**src/rtl/rv32_mod_stall_ctrl.sv**
```systemverilog
// Issue/stall controller for the rv32imc single-stage core: gates PC/RF/CSR/IF mutation
// around NUM_UNITS multi-cycle units, with a stall watchdog. Optional perf counter: RV32_STALL_PERF_EN.
module rv32_mod_stall_ctrl #(
    parameter int unsigned NUM_UNITS      = 3,
    parameter int unsigned TIMEOUT_W      = 8,
    parameter int unsigned TIMEOUT_CYCLES = 255
) (
    input  logic                 clk,
    input  logic                 reset_n,
    input  logic                 is_instr_new,
    input  logic [NUM_UNITS-1:0] unit_sel,
    input  logic [NUM_UNITS-1:0] unit_valid,
    input  logic                 is_branch_taken,
    output logic [NUM_UNITS-1:0] unit_start,
    output logic                 enable_mut_pc,
    output logic                 enable_mut_rf,
    output logic                 enable_mut_csr,
    output logic                 enable_mut_if,
    output logic                 flush_if,
    output logic                 stalled,
    output logic                 timeout_err,
    output logic [31:0]          stall_cycles
);

    localparam logic [TIMEOUT_W-1:0] TMO_LAST = TIMEOUT_W'(TIMEOUT_CYCLES - 1);

    typedef enum logic [1:0] {
        S_RUN   = 2'd0,
        S_WAIT  = 2'd1,
        S_FAULT = 2'd2
    } state_t;

    state_t               state, state_next;
    logic [NUM_UNITS-1:0] pending, pending_next;
    logic [NUM_UNITS-1:0] sel_lowest;
    logic [TIMEOUT_W-1:0] tmo_cnt, tmo_cnt_next;
    logic                 commit;
    logic                 fault_set;

    // Next-state and issue/commit decode; lowest set bit of unit_sel wins.
    always_comb begin
        state_next   = state;
        pending_next = pending;
        tmo_cnt_next = tmo_cnt;
        commit       = 1'b0;
        fault_set    = 1'b0;
        unit_start   = '0;
        sel_lowest   = unit_sel & (~unit_sel + NUM_UNITS'(1));

        case (state)
            S_RUN: begin
                if (is_instr_new) begin
                    if (unit_sel == '0) begin
                        commit = 1'b1;
                    end else begin
                        unit_start   = sel_lowest;
                        pending_next = sel_lowest;
                        tmo_cnt_next = '0;
                        state_next   = S_WAIT;
                    end
                end
            end
            S_WAIT: begin
                // Completion wins over a watchdog expiry in the same cycle.
                if ((unit_valid & pending) != '0) begin
                    commit     = 1'b1;
                    state_next = S_RUN;
                end else if (tmo_cnt == TMO_LAST) begin
                    fault_set  = 1'b1;
                    state_next = S_FAULT;
                end else begin
                    tmo_cnt_next = tmo_cnt + TIMEOUT_W'(1);
                end
            end
            S_FAULT: begin
                state_next = S_FAULT;
            end
            default: begin
                state_next = S_RUN;
            end
        endcase

        if (!reset_n) begin
            commit     = 1'b0;
            unit_start = '0;
        end

        enable_mut_pc  = commit;
        enable_mut_rf  = commit;
        enable_mut_csr = commit;
    end

    // IF enable is registered to break the IF/ID/controller combinational loop.
    always_ff @(posedge clk) begin
        if (!reset_n) begin
            state         <= S_RUN;
            pending       <= '0;
            tmo_cnt       <= '0;
            enable_mut_if <= 1'b1;
            flush_if      <= 1'b0;
            timeout_err   <= 1'b0;
        end else begin
            state         <= state_next;
            pending       <= pending_next;
            tmo_cnt       <= tmo_cnt_next;
            enable_mut_if <= commit;
            flush_if      <= commit & is_branch_taken;
            if (fault_set) begin
                timeout_err <= 1'b1;
            end
        end
    end

    assign stalled = (state == S_WAIT);

`ifdef RV32_STALL_PERF_EN
    logic [31:0] perf_cnt;

    // Counts cycles lost to stalls or to an empty decode slot.
    always_ff @(posedge clk) begin
        if (!reset_n) begin
            perf_cnt <= 32'd0;
        end else if ((state == S_WAIT) || ((state == S_RUN) && !is_instr_new)) begin
            perf_cnt <= perf_cnt + 32'd1;
        end
    end

    assign stall_cycles = perf_cnt;
`else
    assign stall_cycles = 32'd0;
`endif

endmodule

```
**config.mk**
```make
export PLATFORM = sky130hd
export DESIGN_NAME = rv32_mod_stall_ctrl
export DESIGN_NICKNAME = d
export VERILOG_FILES = /design/src/rtl/rv32_mod_stall_ctrl.sv
export SDC_FILE = /design/constraint.sdc
export NUM_CORES = 1
export LEC_CHECK = 0
export ABC_AREA = 1
export CAP_MARGIN = 20
export CORE_ASPECT_RATIO = 0.8
export CORE_UTILIZATION = 35
export CTS_CLUSTER_DIAMETER = 80
export CTS_CLUSTER_SIZE = 8
export DETAILED_ROUTE_END_ITERATION = 7
export PLACE_DENSITY = 0.7
export SLEW_MARGIN = 20
export SYNTH_ARGS = -nofsm -noshare
export SYNTH_HDL_FRONTEND = slang
export SYNTH_SLANG_ARGS = --single-unit
```
**constraint.sdc**
```tcl
create_clock -name clk -period 1.5 [get_ports clk]
set_input_delay 0.375 -clock clk [delete_from_list [all_inputs] [get_ports clk]]
set_output_delay 0.375 -clock clk [all_outputs]
set_load 0.1 [all_outputs]
```
* Yosys cells after proc, flatten, opt, wreduce, memory -nomap -nowiden *
Cells that the tools add are included.

cells by class
  equality and inequality tests = 8
  reduce and logical (&&, ||, !) cells = 7
  $add $sub $neg = 2
  bitwise logic cells = 5
  muxes and demuxes = 22

operators with widths
  kind                                            count
  2-to-1 mux 8 bit                                4
  case mux 8 bit (2 select lines)                 1
  2-to-1 mux 3 bit                                4
  adder 8 x 1 -> 8 bit (second input constant)    1
  == test 8 bit (second input constant)           1
  2-to-1 mux 2 bit                                4
  != test 2 bit (second input constant)           4
  2-to-1 mux 1 bit                                7
  bitwise AND 3 bit                               2
  case mux 2 bit (3 select lines)                 1
  AND reduction 3 bit                             2
  AND reduction 5 bit                             1
  adder 3 x 1 -> 3 bit (second input constant)    1
  logical NOT 3 bit                               1
  != test 3 x 1 -> 1 bit (second input constant)  1
  inverter 3 bit                                  1
  nonzero test 3 bit                              1
  == test 2 x 1 -> 1 bit (second input constant)  1
  == test 2 bit (second input constant)           1
  logical NOT 2 bit                               1
  case mux 1 bit (2 select lines)                 1
  nonzero test 2 bit                              1
  bitwise AND 1 bit                               1
  inverter 1 bit                                  1

word-level totals
  flip-flop bits (word level) = 16
  output and inout port bits = 42
  word-level logic and storage cells = 50

* Longest topological paths before layout *
Gate-level depths: netlist (run 1).

  word-level depth = 7
  mapped depth = 10
  mapped depth without buffers = 10

* Worst setup path after synthesis (run 1) *
No wires, ideal clock.

  kind = register to output
  start = register state[1]
  end = output enable_mut_pc
  cell stages (with the launch flop) = 9
  required time = 1.125 ns
  arrival = 2.483 ns
  slack = -1.358 ns
  cells stage by stage = dfxtp_1 -> inv_1 -> nand2_1 -> inv_1 -> nand2_1 -> o21ai_0 -> nand2_1 -> inv_1 -> buf_4

on the way
  word-level cells in the longest chain between the ends = 3

ends and longest elaborated chain
  element                          RTL line  text
  start, declared                  33        state_t state, state_next;
  start signal, assigned           103       state <= state_next;
  == test 2 x 1 -> 1 bit           n/a
  named net stalled                20        output logic stalled,
  case mux 1 bit (2 select lines)  50        case (state)
  2-to-1 mux 1 bit                 83        if (!reset_n) begin
  end, declared                    15        output logic enable_mut_pc,

The timed path passes the listed nets, and every way through them passes these cells.

* Final worst setup path (run 1) *
  start = register state[1]
  end = output enable_mut_rf

on the way
  word-level cells in the longest chain between the ends = 3

ends and longest elaborated chain
  element                                                             RTL line  text
  == test 2 x 1 -> 1 bit / logical NOT 2 bit (equally long branches)  50
  case mux 1 bit (2 select lines) (*)                                 50
  2-to-1 mux 1 bit (*)                                                83
  end, declared                                                       16        output logic enable_mut_rf,

Every way passes the cells marked *; elsewhere a longest branch is shown, timed or not.

==> results.py, run 1 <==
metrics = {
    "global_routing": {
        "grt_first_pass_wirelength_um": 4170,
        "grt_util_all_layers_pct": 16.9,
        "met2_usage_pct": 26.7,
        "gr-usage-met1_pct": 21.2,
        "overflow": 0,
        "antenna_found_initial": 0,
        "met3_usage_pct": 5.04,
        "grt_pass1_vias": 929,
        "top_usage_layer": "met2",
        "grt_max_degree": 11,
    },
    "drt": {
        "finalWirelength_um": 2570,
        "wire_per_inst_um": 10.7,
        "dr.first_iter.drc_count": 29,
        "via_per_inst": 4.29,
        "drc": 0,
        "first_pass_iters": 4,
        "vias": 1035,
        "ant_nets": 0,
    },
    "setup_path": {
        "required_ns": 1.12,
        "worstPathMaxFanout": 3,
        "crit_type": "flop to primary output",
        "start_kind": "flop",
        "endpoint_kind": "primary output",
        "critPathArrivalTime_ns": 1.38,
    },
    "sta": {
        "rsz0062_at_grt": "yes",
        "post-route-period-util_pct": 117,
        "finalSetupViolations": 7,
        "fmaxAchievable_mhz": 571,
        "clock_skew_ns": 0.00159,
        "min_period_ns": 1.75,
        "timing.final.ws_setup_ns": -0.253,
        "hold_viol": 0,
        "slew_viol_final": 0,
    },
    "layout": {
        "final_common_cell": "conb_1",
        "drive_gt1_share_pct": 34.5,
        "multi_input_area_sq_um": 646,
        "regArea_sq_um": 324,
        "mostFrequentLayoutCells": "conb_1, buf_4, nand2_1, nor2_1, dfxtp_1",
        "num-nets-final": 216,
        "antenna_cells": 0,
        "fin_area_sq_mm": 0.00163,
        "area_growth_pct": 49.3,
        "nFillCells": 262,
        "fin_cells": 241,
    },
    "logic_synthesis": {
        "async_flop_share_pct": 0,
        "synth.area.top_cells": "dfxtp_1, buf_4, nor2_1",
        "synth_edf_count": 0,
        "synth_top_area_share_pct": 29.3,
        "syn_inst": 156,
        "synth.avg_cell_area_sq_um": 7.00,
        "synth_ff_type": "dfxtp_1",
        "syn-cell-area_sq_mm": 0.00109,
        "yosys.cell_types.count": 27,
        "yosys.area.top_type": "dfxtp_1",
        "synth_seq_area_share_pct": 29.3,
        "ys_ff_latch": 16,
        "ys_warn_count": 0,
    },
    "floorplanning": {
        "fp.dieH_um": 52.0,
        "die_w_um": 64.5,
        "start_util_pct": 38.3,
        "io_pins": 52,
        "fp.coreArea_sq_mm": 0.00285,
        "die_area_sq_mm": 0.00335,
        "row_count": 17,
    },
    "flow_run": {
        "cap_viol_max_count": 0,
    },
    "placement": {
        "finalWeightedCongestion": 0.850,
        "dp_cells": 231,
        "dp_hpwl_um": 1880,
        "dp_slack_ns": -0.509,
        "placed_area_sq_mm": 0.00150,
        "port_buffers": 19,
    },
    "run_status": {
        "violations": "negative setup slack",
        "status": "finished with violations",
    },
    "clock_network": {
        "cts_sinks": 16,
        "cts_buffer_depth": 2,
        "clk_pin_slew_ns": 0.07,
        "htree_num_levels": 1,
        "clock_latency_ns": 0.26,
        "cts_buffers": 3,
        "cts_tree": "built",
        "cts_root_buf": "clkbuf_8",
    },
    "pwr": {
        "ir_worst_vdd_mv": 0.620,
        "p_leak_nw": 0.715,
        "finalPower_mw": 1.54,
        "powerDensity_mw_per_mm2": 946,
    },
    "min_path": {
        "worstHoldPathType": "flop to flop",
    },
}
==> state kept, by name, indices dropped and copies added (netlist names) <==
name	count
tmo_cnt	8
pending	3
state	2
enable_mut_if	1
flush_if	1
timeout_err	1
==> report_power, final <==
part           internal (mW)  total (mW)  switching (mW)
Clock                  0.234       0.395           0.162
Combinational          0.150       0.688           0.538
Sequential             0.442       0.458          0.0164
==> routing by layer <==
layer	part of all wire (%)	wire (um)
met1	43	1110
met2	48	1230
met4	1.7	44
met5	0	0
met3	7.4	190
==> kinds of logic (layout without fill, tap and decap cells) <==
| family | after synthesis | after routing | share of synthesized area [%] |
|---|---|---|---|
| compound gates | 19 | 19 | 10.1 |
| simple gates | 70 | 70 | 29.1 |
| buf+inv | 47 | 63 | 28.1 |
| xor+xnor | 1 | 1 | 0.802 |
| fa+ha+maj | 2 | 2 | 2.29 |
| other cells | 1 | 32 | 0.343 |
| flops | 16 | 16 | 29.3 |
==> per-stage QoR <==
stage,utilization (%),TNS [ns],hold WS [ns]
3_5_place_dp,52.5,-5.86,0.492
5_1_grt,57.2,-1.87,0.553
6_report,57.2,-1.34,0.507
4_1_cts,57.0,-1.41,0.511
3_3_place_gp,52.5,-5.42,0.475
2_1_floorplan,-,-2.96,0.454
==> worst max-delay path: stages, from the launching register on <==
cell	delay, ns
dfxtp_2	0.35
inv_2	0.05
nand2_4	0.06
clkinvlp_4	0.08
nand2_2	0.06
o21ai_2	0.06
nand2_2	0.09
clkinvlp_4	0.16
buf_12	0.21
==> area by class of cell <==
type | instances | share of cell area (%)
inverter | 11 | 2.99
sequential | 16 | 19.9
timing repair buffer | 48 | 31.2
tap | 38 | 2.92
multi-input combinational | 124 | 39.6
clock buffer | 4 | 3.38
==> synth_stat cells, types with 2 or more instances <==
| cell | count |
|---|---|
| dfxtp_1 | 16 |
| ha_1 | 2 |
| nand2_1 | 23 |
| nand2_4 | 2 |
| buf_4 | 34 |
| nor3_1 | 2 |
| nand2_2 | 3 |
| inv_1 | 10 |
| a21oi_1 | 10 |
| o21bai_1 | 2 |
| nor2_1 | 26 |
| nand3_1 | 9 |
| o21ai_0 | 3 |
==> path summary, 6_finish.rpt <==
check / from / to / slack [ns] / depth (start not counted)
worst max-delay path: state[1] / enable_mut_rf / -0.25 / 8
worst max register to register: state[1] / tmo_cnt[7] / 0.13 / 10
worst min-delay path: pending[2] / pending[2] / 0.51 / 1
worst min register to register: pending[2] / pending[2] / 0.51 / 1
==> what timing repair did <==
action                                  in CTS  in global routing
hold buffers                                 0                  0
endpoints found under the setup margin       6                 17
gates cloned                                 0                  0
gates resized for setup                     20                  4
pin swaps                                   10                  2
setup buffers                                6                  0
Power figures use the tool's default switching activity.
==> inputs of run 2 (changes only) <==
--- a/config.mk
+++ b/config.mk
@@ -6,7 +6,6 @@
 export NUM_CORES = 1
 export LEC_CHECK = 0
 export ABC_AREA = 1
-export CAP_MARGIN = 20
 export CORE_ASPECT_RATIO = 0.8
 export CORE_UTILIZATION = 35
 export CTS_CLUSTER_DIAMETER = 80
==> results of run 2 <==
No change in the layout: final DEF, timing and power equal those of run 1.
